$ cat src/rtl/axicb_slv_wch_order_if.sv
// axicb_slv_wch_order_if: AW grant sideband plus per-master and slave-side W channels
// for the write-data ordering stage.
interface axicb_slv_wch_order_if #(
    parameter int MST_NB     = 4,
    parameter int WCH_W      = 8,
    parameter int OSTDREQ_NB = 4
);
    logic [MST_NB-1:0]             aw_grant;
    logic                          aw_hs;
    logic                          aw_allow;
    logic [MST_NB-1:0]             i_wvalid;
    logic [MST_NB-1:0]             i_wready;
    logic [MST_NB-1:0]             i_wlast;
    logic [MST_NB*WCH_W-1:0]       i_wch;
    logic                          o_wvalid;
    logic                          o_wready;
    logic                          o_wlast;
    logic [WCH_W-1:0]              o_wch;
    logic [$clog2(OSTDREQ_NB):0]   ostd_cnt;
    modport slave (
        input  aw_grant, aw_hs, i_wvalid, i_wlast, i_wch, o_wready,
        output aw_allow, i_wready, o_wvalid, o_wlast, o_wch, ostd_cnt
    );
    modport master (
        output aw_grant, aw_hs, i_wvalid, i_wlast, i_wch, o_wready,
        input  aw_allow, i_wready, o_wvalid, o_wlast, o_wch, ostd_cnt
    );
endinterface

$ cat src/rtl/axicb_slv_wch_order.sv
// axicb_slv_wch_order: queues AW grants and forwards W bursts only from the head
// master, in grant order, until its WLAST transfers.
module axicb_slv_wch_order #(
    parameter int MST_NB     = 4,
    parameter int WCH_W      = 8,
    parameter int OSTDREQ_NB = 4
) (
    input  logic                   aclk,
    input  logic                   aresetn,
    axicb_slv_wch_order_if.slave   bus
);
    localparam int PW = $clog2(OSTDREQ_NB);
    logic [MST_NB-1:0] r_fifo [OSTDREQ_NB];
    logic [PW-1:0]     r_wr_ptr, r_rd_ptr;
    logic [PW:0]       r_cnt;
    logic              w_full, w_empty, w_push, w_pop;
    logic [MST_NB-1:0] w_head;
    logic [WCH_W-1:0]  w_wch;
    assign w_full  = r_cnt == (PW+1)'(OSTDREQ_NB);
    assign w_empty = r_cnt == '0;
    assign w_push  = bus.aw_hs & ~w_full;
    assign w_pop   = bus.o_wvalid & bus.o_wready & bus.o_wlast;
    assign w_head  = w_empty ? '0 : r_fifo[r_rd_ptr];
    always_comb begin
        w_wch = '0;
        for (int k = 0; k < MST_NB; k++)
            w_wch |= {WCH_W{w_head[k]}} & bus.i_wch[k*WCH_W +: WCH_W];
    end
    assign bus.aw_allow = ~w_full;
    assign bus.ostd_cnt = r_cnt;
    assign bus.o_wvalid = |(w_head & bus.i_wvalid);
    assign bus.o_wlast  = |(w_head & bus.i_wlast);
    assign bus.o_wch    = w_wch;
    assign bus.i_wready = w_head & {MST_NB{bus.o_wready}};
    always_ff @(posedge aclk or negedge aresetn) begin
        if (!aresetn) begin
            r_wr_ptr <= '0;
            r_rd_ptr <= '0;
            r_cnt    <= '0;
        end else begin
            if (w_push) r_wr_ptr <= r_wr_ptr + 1'b1;
            if (w_pop) r_rd_ptr <= r_rd_ptr + 1'b1;
            r_cnt <= r_cnt + (PW+1)'(w_push) - (PW+1)'(w_pop);
        end
    end
    // storage needs no reset: entries are only read once counted in r_cnt
    always_ff @(posedge aclk) begin
        if (w_push) r_fifo[r_wr_ptr] <= bus.aw_grant;
    end
    a_no_push_full: assert property (@(posedge aclk) disable iff (!aresetn) bus.aw_hs |-> !w_full);
    a_grant_onehot: assert property (@(posedge aclk) disable iff (!aresetn) bus.aw_hs |-> $onehot(bus.aw_grant));
endmodule

$ cat src/flat_wrapper.sv
// flat-port wrapper written by rule: the top's interface ports become plain ports
module axicb_slv_wch_order_flat 
#(
    parameter int MST_NB     = 4,
    parameter int WCH_W      = 8,
    parameter int OSTDREQ_NB = 4
)
  (aclk, aresetn, bus_aw_grant, bus_aw_hs, bus_i_wvalid, bus_i_wlast, bus_i_wch, bus_o_wready, bus_aw_allow, bus_i_wready, bus_o_wvalid, bus_o_wlast, bus_o_wch, bus_ostd_cnt);
  axicb_slv_wch_order_if #(.MST_NB(MST_NB), .WCH_W(WCH_W), .OSTDREQ_NB(OSTDREQ_NB)) bus_i ();
  input  logic aclk;
  input  logic aresetn;
  input wire logic [$bits(bus_i.aw_grant)-1:0] bus_aw_grant;
  input wire logic [$bits(bus_i.aw_hs)-1:0] bus_aw_hs;
  input wire logic [$bits(bus_i.i_wvalid)-1:0] bus_i_wvalid;
  input wire logic [$bits(bus_i.i_wlast)-1:0] bus_i_wlast;
  input wire logic [$bits(bus_i.i_wch)-1:0] bus_i_wch;
  input wire logic [$bits(bus_i.o_wready)-1:0] bus_o_wready;
  output wire logic [$bits(bus_i.aw_allow)-1:0] bus_aw_allow;
  output wire logic [$bits(bus_i.i_wready)-1:0] bus_i_wready;
  output wire logic [$bits(bus_i.o_wvalid)-1:0] bus_o_wvalid;
  output wire logic [$bits(bus_i.o_wlast)-1:0] bus_o_wlast;
  output wire logic [$bits(bus_i.o_wch)-1:0] bus_o_wch;
  output wire logic [$bits(bus_i.ostd_cnt)-1:0] bus_ostd_cnt;
  assign bus_i.aw_grant = bus_aw_grant;
  assign bus_i.aw_hs = bus_aw_hs;
  assign bus_i.i_wvalid = bus_i_wvalid;
  assign bus_i.i_wlast = bus_i_wlast;
  assign bus_i.i_wch = bus_i_wch;
  assign bus_i.o_wready = bus_o_wready;
  assign bus_aw_allow = bus_i.aw_allow;
  assign bus_i_wready = bus_i.i_wready;
  assign bus_o_wvalid = bus_i.o_wvalid;
  assign bus_o_wlast = bus_i.o_wlast;
  assign bus_o_wch = bus_i.o_wch;
  assign bus_ostd_cnt = bus_i.ostd_cnt;
  axicb_slv_wch_order #(.MST_NB(MST_NB), .WCH_W(WCH_W), .OSTDREQ_NB(OSTDREQ_NB)) u_core (.aclk(aclk), .aresetn(aresetn), .bus(bus_i));
endmodule
$ cat config.mk
export PLATFORM = sky130hd
export DESIGN_NAME = axicb_slv_wch_order_flat
export DESIGN_NICKNAME = d
export VERILOG_FILES = /design/src/rtl/axicb_slv_wch_order_if.sv /design/src/rtl/axicb_slv_wch_order.sv /design/src/flat_wrapper.sv
export SDC_FILE = /design/constraint.sdc
export NUM_CORES = 1
export LEC_CHECK = 0
export ABC_AREA = 1
export BUFFER_PORTS_ARGS = -buffer_cell sky130_fd_sc_hd__buf_2
export CAP_MARGIN = 25
export CORE_MARGIN = 2
export CORE_UTILIZATION = 47
export DETAILED_ROUTE_END_ITERATION = 8
export HOLD_SLACK_MARGIN = 0.12
export PLACE_DENSITY_LB_ADDON = 0.15
export SLEW_MARGIN = 5
export SYNTH_ARGS = -nofsm -noshare
export SYNTH_HDL_FRONTEND = slang
export SYNTH_SLANG_ARGS = --single-unit
$ cat constraint.sdc
create_clock -name aclk -period 2.6 [get_ports aclk]
set_input_delay 0.13 -clock aclk [delete_from_list [all_inputs] [get_ports aclk]]
set_output_delay 0.13 -clock aclk [all_outputs]
set_load 0.005 [all_outputs]
# Word-level counts from Yosys, hierarchy flattened
# Memories as Yosys holds them, arrays and structs flattened.
# Cells that the tools add are included.
# Widths: inputs -> output; s select.
dict set report totals {
  regBits 7
  ram_bits 16
  input_bits 48
  out_inout_bits 18
  wordCells 29
  memories 1
}
dict set report classes {
  add_sub_neg 4
  eq_ne 1
  mux 3
  bitwise_logic 14
  n_reduce_logical 3
}
# memory words word_bits read_ports rd_ports_with_merged_regs write_ports line_no
set mem_list {}
lappend mem_list {u_core.r_fifo 4 4 1 0 1 axicb_slv_wch_order.sv:13} ;# logic [MST_NB-1:0] r_fifo [OSTDREQ_NB];
# cell count
set op_table {}
lappend op_table {{$and 8x8->8} 4}
lappend op_table {{$or 8x8->8} 3}
lappend op_table {{$and 4x4->4} 3}
lappend op_table {{$reduce_or 4->1} 2}
lappend op_table {{$add 2x1->2 const B} 2}
lappend op_table {{$mux 4} 1}
lappend op_table {{$add 3x1->3} 1}
lappend op_table {{$and 1x1->1} 3}
lappend op_table {{$eq 3x3->1 const B} 1}
lappend op_table {{$logic_not 3->1} 1}
lappend op_table {{$sub 3x1->3} 1}
lappend op_table {{$mux 1} 2}
lappend op_table {{$not 1->1} 1}

# Longest topological paths before layout
dict set report logic_depth {
  depth_word 7
  mapped_depth 17
  ltp_nobuf 17
}

# Least setup slack after synthesis
# No wires, ideal clock.
dict set report synth_timing {
  path_kind {flip-flop to flip-flop}
  start {reg u_core.r_cnt[1], in the netlist u_core.bus.ostd_cnt[1]}
  end {reg u_core.r_cnt[2], in the netlist u_core.bus.ostd_cnt[2]}
  setup_time_ns 0.129
  arrival_time_ns 2.225
  slack_ns 0.247
  path_stages_with_launch 17
  n_path_buf 1
  synth_period_minus_slack_ns 2.353
  path_cell_list {dfrtp_1 inv_1 nand3_2 buf_4 nand3_1 nand2_1 inv_2 nand2_4 nand3_2 inv_1 ha_1 inv_1 ha_1 inv_1 fa_1 xnor2_1 xor2_1}
}
dict set report synth_via {
  word_cells_on_any_way 13
}
# element line_no
set synth_lines {}
lappend synth_lines {{start: declaration} axicb_slv_wch_order.sv:15} ;# logic [PW:0] r_cnt;
lappend synth_lines {{start signal: assignment} axicb_slv_wch_order.sv:43} ;# r_cnt <= r_cnt + (PW+1)'(w_push) - (PW+1)'(w_pop);
lappend synth_lines {{$logic_not 3->1} axicb_slv_wch_order.sv:20} ;# assign w_empty = r_cnt == '0;
lappend synth_lines {{$mux 4} axicb_slv_wch_order.sv:23} ;# assign w_head = w_empty ? '0 : r_fifo[r_rd_ptr];
lappend synth_lines {{$and 4x4->4} axicb_slv_wch_order.sv:32} ;# assign bus.o_wlast = |(w_head & bus.i_wlast);
lappend synth_lines {{$reduce_or 4->1} axicb_slv_wch_order.sv:32}
lappend synth_lines {{net bus_o_wlast} flat_wrapper.sv:21} ;# output wire logic [$bits(bus_i.o_wlast)-1:0] bus_o_wlast;
lappend synth_lines {{$and 1x1->1} axicb_slv_wch_order.sv:22} ;# assign w_pop = bus.o_wvalid & bus.o_wready & bus.o_wlast;
lappend synth_lines {{net u_core.w_pop} axicb_slv_wch_order.sv:16} ;# logic w_full, w_empty, w_push, w_pop;
lappend synth_lines {{$sub 3x1->3} axicb_slv_wch_order.sv:43}
# The timed path passes the listed nets, and every way through them passes these cells.
# A chain may end at the register's enable or synchronous reset.

# Worst setup path in the final report
dict set report layout_timing {
  start {reg u_core.r_rd_ptr[0]}
  end {reg u_core.r_cnt[2], in the netlist u_core.bus.ostd_cnt[2]}
}
dict set report layout_via {
  elab_chain_len 7
  word_cells_on_any_way 9
}
# element line_no
set layout_lines {}
lappend layout_lines {{start: declaration} axicb_slv_wch_order.sv:14} ;# logic [PW-1:0] r_wr_ptr, r_rd_ptr;
lappend layout_lines {{start signal: assignment} axicb_slv_wch_order.sv:42} ;# if (w_pop) r_rd_ptr <= r_rd_ptr + 1'b1;
lappend layout_lines {{$mem_v2 4x4 (*)} --}
lappend layout_lines {{$mux 4 (*)} axicb_slv_wch_order.sv:23}
lappend layout_lines {{$and 4x4->4} axicb_slv_wch_order.sv:31} ;# assign bus.o_wvalid = |(w_head & bus.i_wvalid);
lappend layout_lines {{$reduce_or 4->1} axicb_slv_wch_order.sv:31}
lappend layout_lines {{$and 1x1->1} axicb_slv_wch_order.sv:22}
lappend layout_lines {{$and 1x1->1 (*)} axicb_slv_wch_order.sv:22}
lappend layout_lines {{net u_core.w_pop} axicb_slv_wch_order.sv:16}
lappend layout_lines {{$sub 3x1->3 (*)} axicb_slv_wch_order.sv:43}
# The timed path passes the listed nets; every way through them passes the cells marked *.

==> out/results.tsv <==
stage	metric	value	unit
global_routing	grt_antenna_before_repair	0	
synth	seq_area_frac_synth	44.8	%
finish	final_layout_size_suffix_gt1_share	41.0	%
sta	grt_setup_unrepaired	yes	
worst_setup_path	maximum_fanout_along_the_worst_path	7	
synth	ys_async_sr_fraction	30.4	%
global_routing	first_pass_grt_wire_length	4480	µm
pwr	power-per-cell-area	1080	mW/mm²
worst_setup_path	path_cells	buf_6, nand2_1, nand3_2, nand2_2, nand3_1, nand2_1, inv_2, nand2_4, nand3_4, inv_2, ha_1, inv_1, ha_2, inv_2, fa_2, xnor2_2, xor2_1	
pwr	power_report.internal_total	1.15	mW
floorplan	dieHeight	59.8	µm
placed_design	dp_slack	-0.00746	ns
synth	ys_dominant_reg_cell	sky130_fd_sc_hd__edfxtp_1	
worst_setup_path	timing.critical_path.slowest_cell_delay	0.49	ns
synth	synthTopCellsByArea	sky130_fd_sc_hd__edfxtp_1, sky130_fd_sc_hd__nand2_1, sky130_fd_sc_hd__dfrtp_1	
pwr	ir_worst_vdd	0.000495	V
finish	finish.utilization	66.5	%
clock_network	cts_buffers	3	
synth	synth_top_area_cell	sky130_fd_sc_hd__edfxtp_1	
floorplan	starting_density	48.7	%
detailed_routing	route.detailed.vias_per_inst	4.60	
sta	period_needed	2.55	ns
synth	ys_warn_count	0	
global_routing	grt.overflow.total	0	
pwr	cellLeakagePower	1.08	nW
worst_setup_path	critical_path_buf_inv_count	5	
pwr	share_seq_of_total_power	27.4	%
sta	fin_crit_sh	97.9	%
detailed_routing	detail_route.wl_per_cell	11.0	µm
clock_network	root_buffer	sky130_fd_sc_hd__clkbuf_4	
pwr	power_frac_comb	65.2	%
synth	synth_cells	186	
pwr	sw_frac_of_total	46.8	%
finish	stdcell_area	0.00200	mm²
synth	synthMostInstantiatedCell	sky130_fd_sc_hd__nand2_1	
worst_setup_path	crit_cells	17	
worst_setup_path	timing_worst_setup_path_type	flop to flop	
worst_setup_path	timing.critical_path.to_type	flop	
worst_setup_path	cp.arrival	2.75	ns
synth	flip_flop_and_latch_count_after_synthesis	23	
synth	syn_nets	241	
floorplan	chipWidth	59.8	µm
worst_setup_path	worst_r2r_path_depth	17	
detailed_routing	drt_first_pass_iters	4	
sta	slew-limit-headroom	75.4	%
sta	worst_slack	0.0535	ns
detailed_routing	drt_iter0_markers	46	
detailed_routing	antenna_violation_net_count_after_detailed_routing	0	
detailed_routing	vias	1352	
floorplan	core-area	0.00300	mm²
sta	timing_limited_maximum_frequency	393	MHz
worst_setup_path	critical_path.most_common_cell	sky130_fd_sc_hd__inv_2	
detailed_routing	postRouteWirelength	3240	µm
sta	finalClockSkew	0.00188	ns
clock_network	tritoncts_num_sinks	23	
clock_network	h_tree_depth_reported_by_cts	1	
detailed_routing	drt_drc_violations_left	0	
status	status	finished, final reports clean	
pwr	fin_total_pwr	2.15	mW
worst_setup_path	path_delay_family	adder cells	
global_routing	grt_max_degree	15	
sta	hold_viol_final	0	
worst_setup_path	start_kind	flop	
floorplan	rows	20	
floorplan	overall_die_area	0.00357	mm²
synth	synth.lib_cells_used.distinct	19	
clock_network	cts_clk_pin_slew_worst_paths	0.12	ns
global_routing	grt_pass1_vias	1080	
clock_network	worstSkewPairLatency	0.31	ns
pwr	power_switching	1.01	mW
sta	worst_hold_slack	0.170	ns
sta	slew_viol_final	0	
flow_run	maxCapViolations	0	
finish	antenna-diode-count	0	
synth	synth_commonest_cells	sky130_fd_sc_hd__nand2_1, sky130_fd_sc_hd__inv_1, sky130_fd_sc_hd__nand3_1	
clock_network	cts_tree	done	
worst_setup_path	crit_required	2.81	ns
placed_design	placement.cell_area	0.00181	mm²
synth	synth_edf_count	16	
worst_hold_path	min_path_type	input pin to asynchronous set/reset pin	
finish	area_delta_synth_final	36.4	%
placed_design	gp_congestion	0.832	
synth	synth_area_per_cell	7.86	µm²
sta	timing.final.setup_violations	0	
floorplan	floorplan.io_pins	66	
finish	final_nets	317	
global_routing	grt_usage	16.5	%
clock_network	cts.path.max_buffers	2	
placed_design	dp_hpwl	2480	µm
synth	synth.top_cell.area_share	32.8	%
worst_setup_path	reg2reg_slack	0.05	ns
placed_design	io_buffers	65	
synth	syn_area	0.00146	mm²
worst_setup_path	cpMaxStageDelayCell	sky130_fd_sc_hd__dfrtp_2	
sta	worst_pin_slew	0.368	ns
pwr	clock_power_share	7.4	%
-- path summary, 6_finish.rpt --
path	end	start
min	u_core.bus.ostd_cnt[2]$_DFF_PN0_	aresetn
max in group asynchronous	u_core.r_rd_ptr[0]$_DFFE_PN0P_	aresetn
max reg2reg	u_core.bus.ostd_cnt[2]$_DFF_PN0_	u_core.r_rd_ptr[0]$_DFFE_PN0P_
max	u_core.bus.ostd_cnt[2]$_DFF_PN0_	u_core.r_rd_ptr[0]$_DFFE_PN0P_
min in group aclk	u_core.r_rd_ptr[1]$_DFFE_PN0P_	bus_o_wready
min reg2reg	u_core.r_wr_ptr[1]$_DFFE_PN0P_	u_core.r_wr_ptr[1]$_DFFE_PN0P_
-- power groups by stage --
| stage | Sequential (mW) | Clock [mW] | Combinational (mW) |
|---|---|---|---|
| after floorplan | 0.566 | 0 | 0.889 |
| final | 0.590 | 0.160 | 1.40 |
| after global placement | 0.593 | 0 | 1.23 |
| after detailed placement | 0.594 | 0 | 1.23 |
| after global routing | 0.603 | 0.180 | 1.59 |
| after CTS | 0.588 | 0.169 | 1.24 |
-- logic make-up (layout without fill, tap and decap cells) --
group,count (synthesis),count (layout),share of synthesized area [%]
adders and majority gates,7,7,6.50
xor gates and xnor gates,4,4,2.40
and+or+nand+nor,107,107,33.4
DFF,23,23,44.8
buffers and inverters,44,119,12.6
AOI/OAI and AO/OA,1,1,0.342
-- layout by cell type (no fill, tap or decap), types with 2 or more instances in the layout --
master,netlist,layout
sky130_fd_sc_hd__nand2_4,1,2
sky130_fd_sc_hd__buf_6,2,2
sky130_fd_sc_hd__nand3_1,17,11
sky130_fd_sc_hd__dlygate4sd3_1,0,5
sky130_fd_sc_hd__nand2_1,63,58
sky130_fd_sc_hd__nand3_2,4,8
sky130_fd_sc_hd__nand4_1,8,8
sky130_fd_sc_hd__inv_1,35,32
sky130_fd_sc_hd__buf_2,0,65
sky130_fd_sc_hd__nor2_1,9,9
sky130_fd_sc_hd__inv_2,6,8
sky130_fd_sc_hd__xor2_1,3,3
sky130_fd_sc_hd__edfxtp_1,16,16
sky130_fd_sc_hd__nand2_2,4,8
sky130_fd_sc_hd__nand3_4,0,2
sky130_fd_sc_hd__clkbuf_4,0,3
sky130_fd_sc_hd__buf_4,1,2
sky130_fd_sc_hd__ha_1,6,5
sky130_fd_sc_hd__dfrtp_1,7,6
-- per-stage QoR --
step                setup TNS [ns]  cells
floorplan                        0    186
global placement                 0    282
detailed placement        -0.00746    282
CTS                              0    291
global route               -0.0932    294
finish                           0    294
-- flip-flops by register name, summed over array words and instances (netlist names) --
name                 cells
u_core.r_rd_ptr          2
u_core.r_wr_ptr          2
u_core.r_fifo           16
u_core.bus.ostd_cnt      3
-- final cells by class --
cell class	instances	area, µm²
Multi-Input combinational cell	119	698
Inverter	41	156
Timing Repair Buffer	74	413
Tap cell	33	41.3
Fill cell	260	1010
Sequential cell	23	657
Clock inverter	1	7.51
Clock buffer	3	22.5
-- repair_timing --
| action | CTS | global route |
|---|---|---|
| buffers inserted | 0 | 3 |
| gates resized for setup | 1 | 23 |
| pin swaps | 0 | 16 |
| hold endpoints to repair | 23 | 0 |
| setup endpoints to repair | 1 | 2 |
| hold buffers | 5 | 0 |
-- routing by layer --
layer,vias up,track usage [%],share of wire [%]
met5,-,0,0
met4,0,6.67,1.0
met3,4,2.60,7.2
met2,49,27.5,46
met1,577,21.4,46
li1,722,-,-
Power figures use the tool's default switching activity.
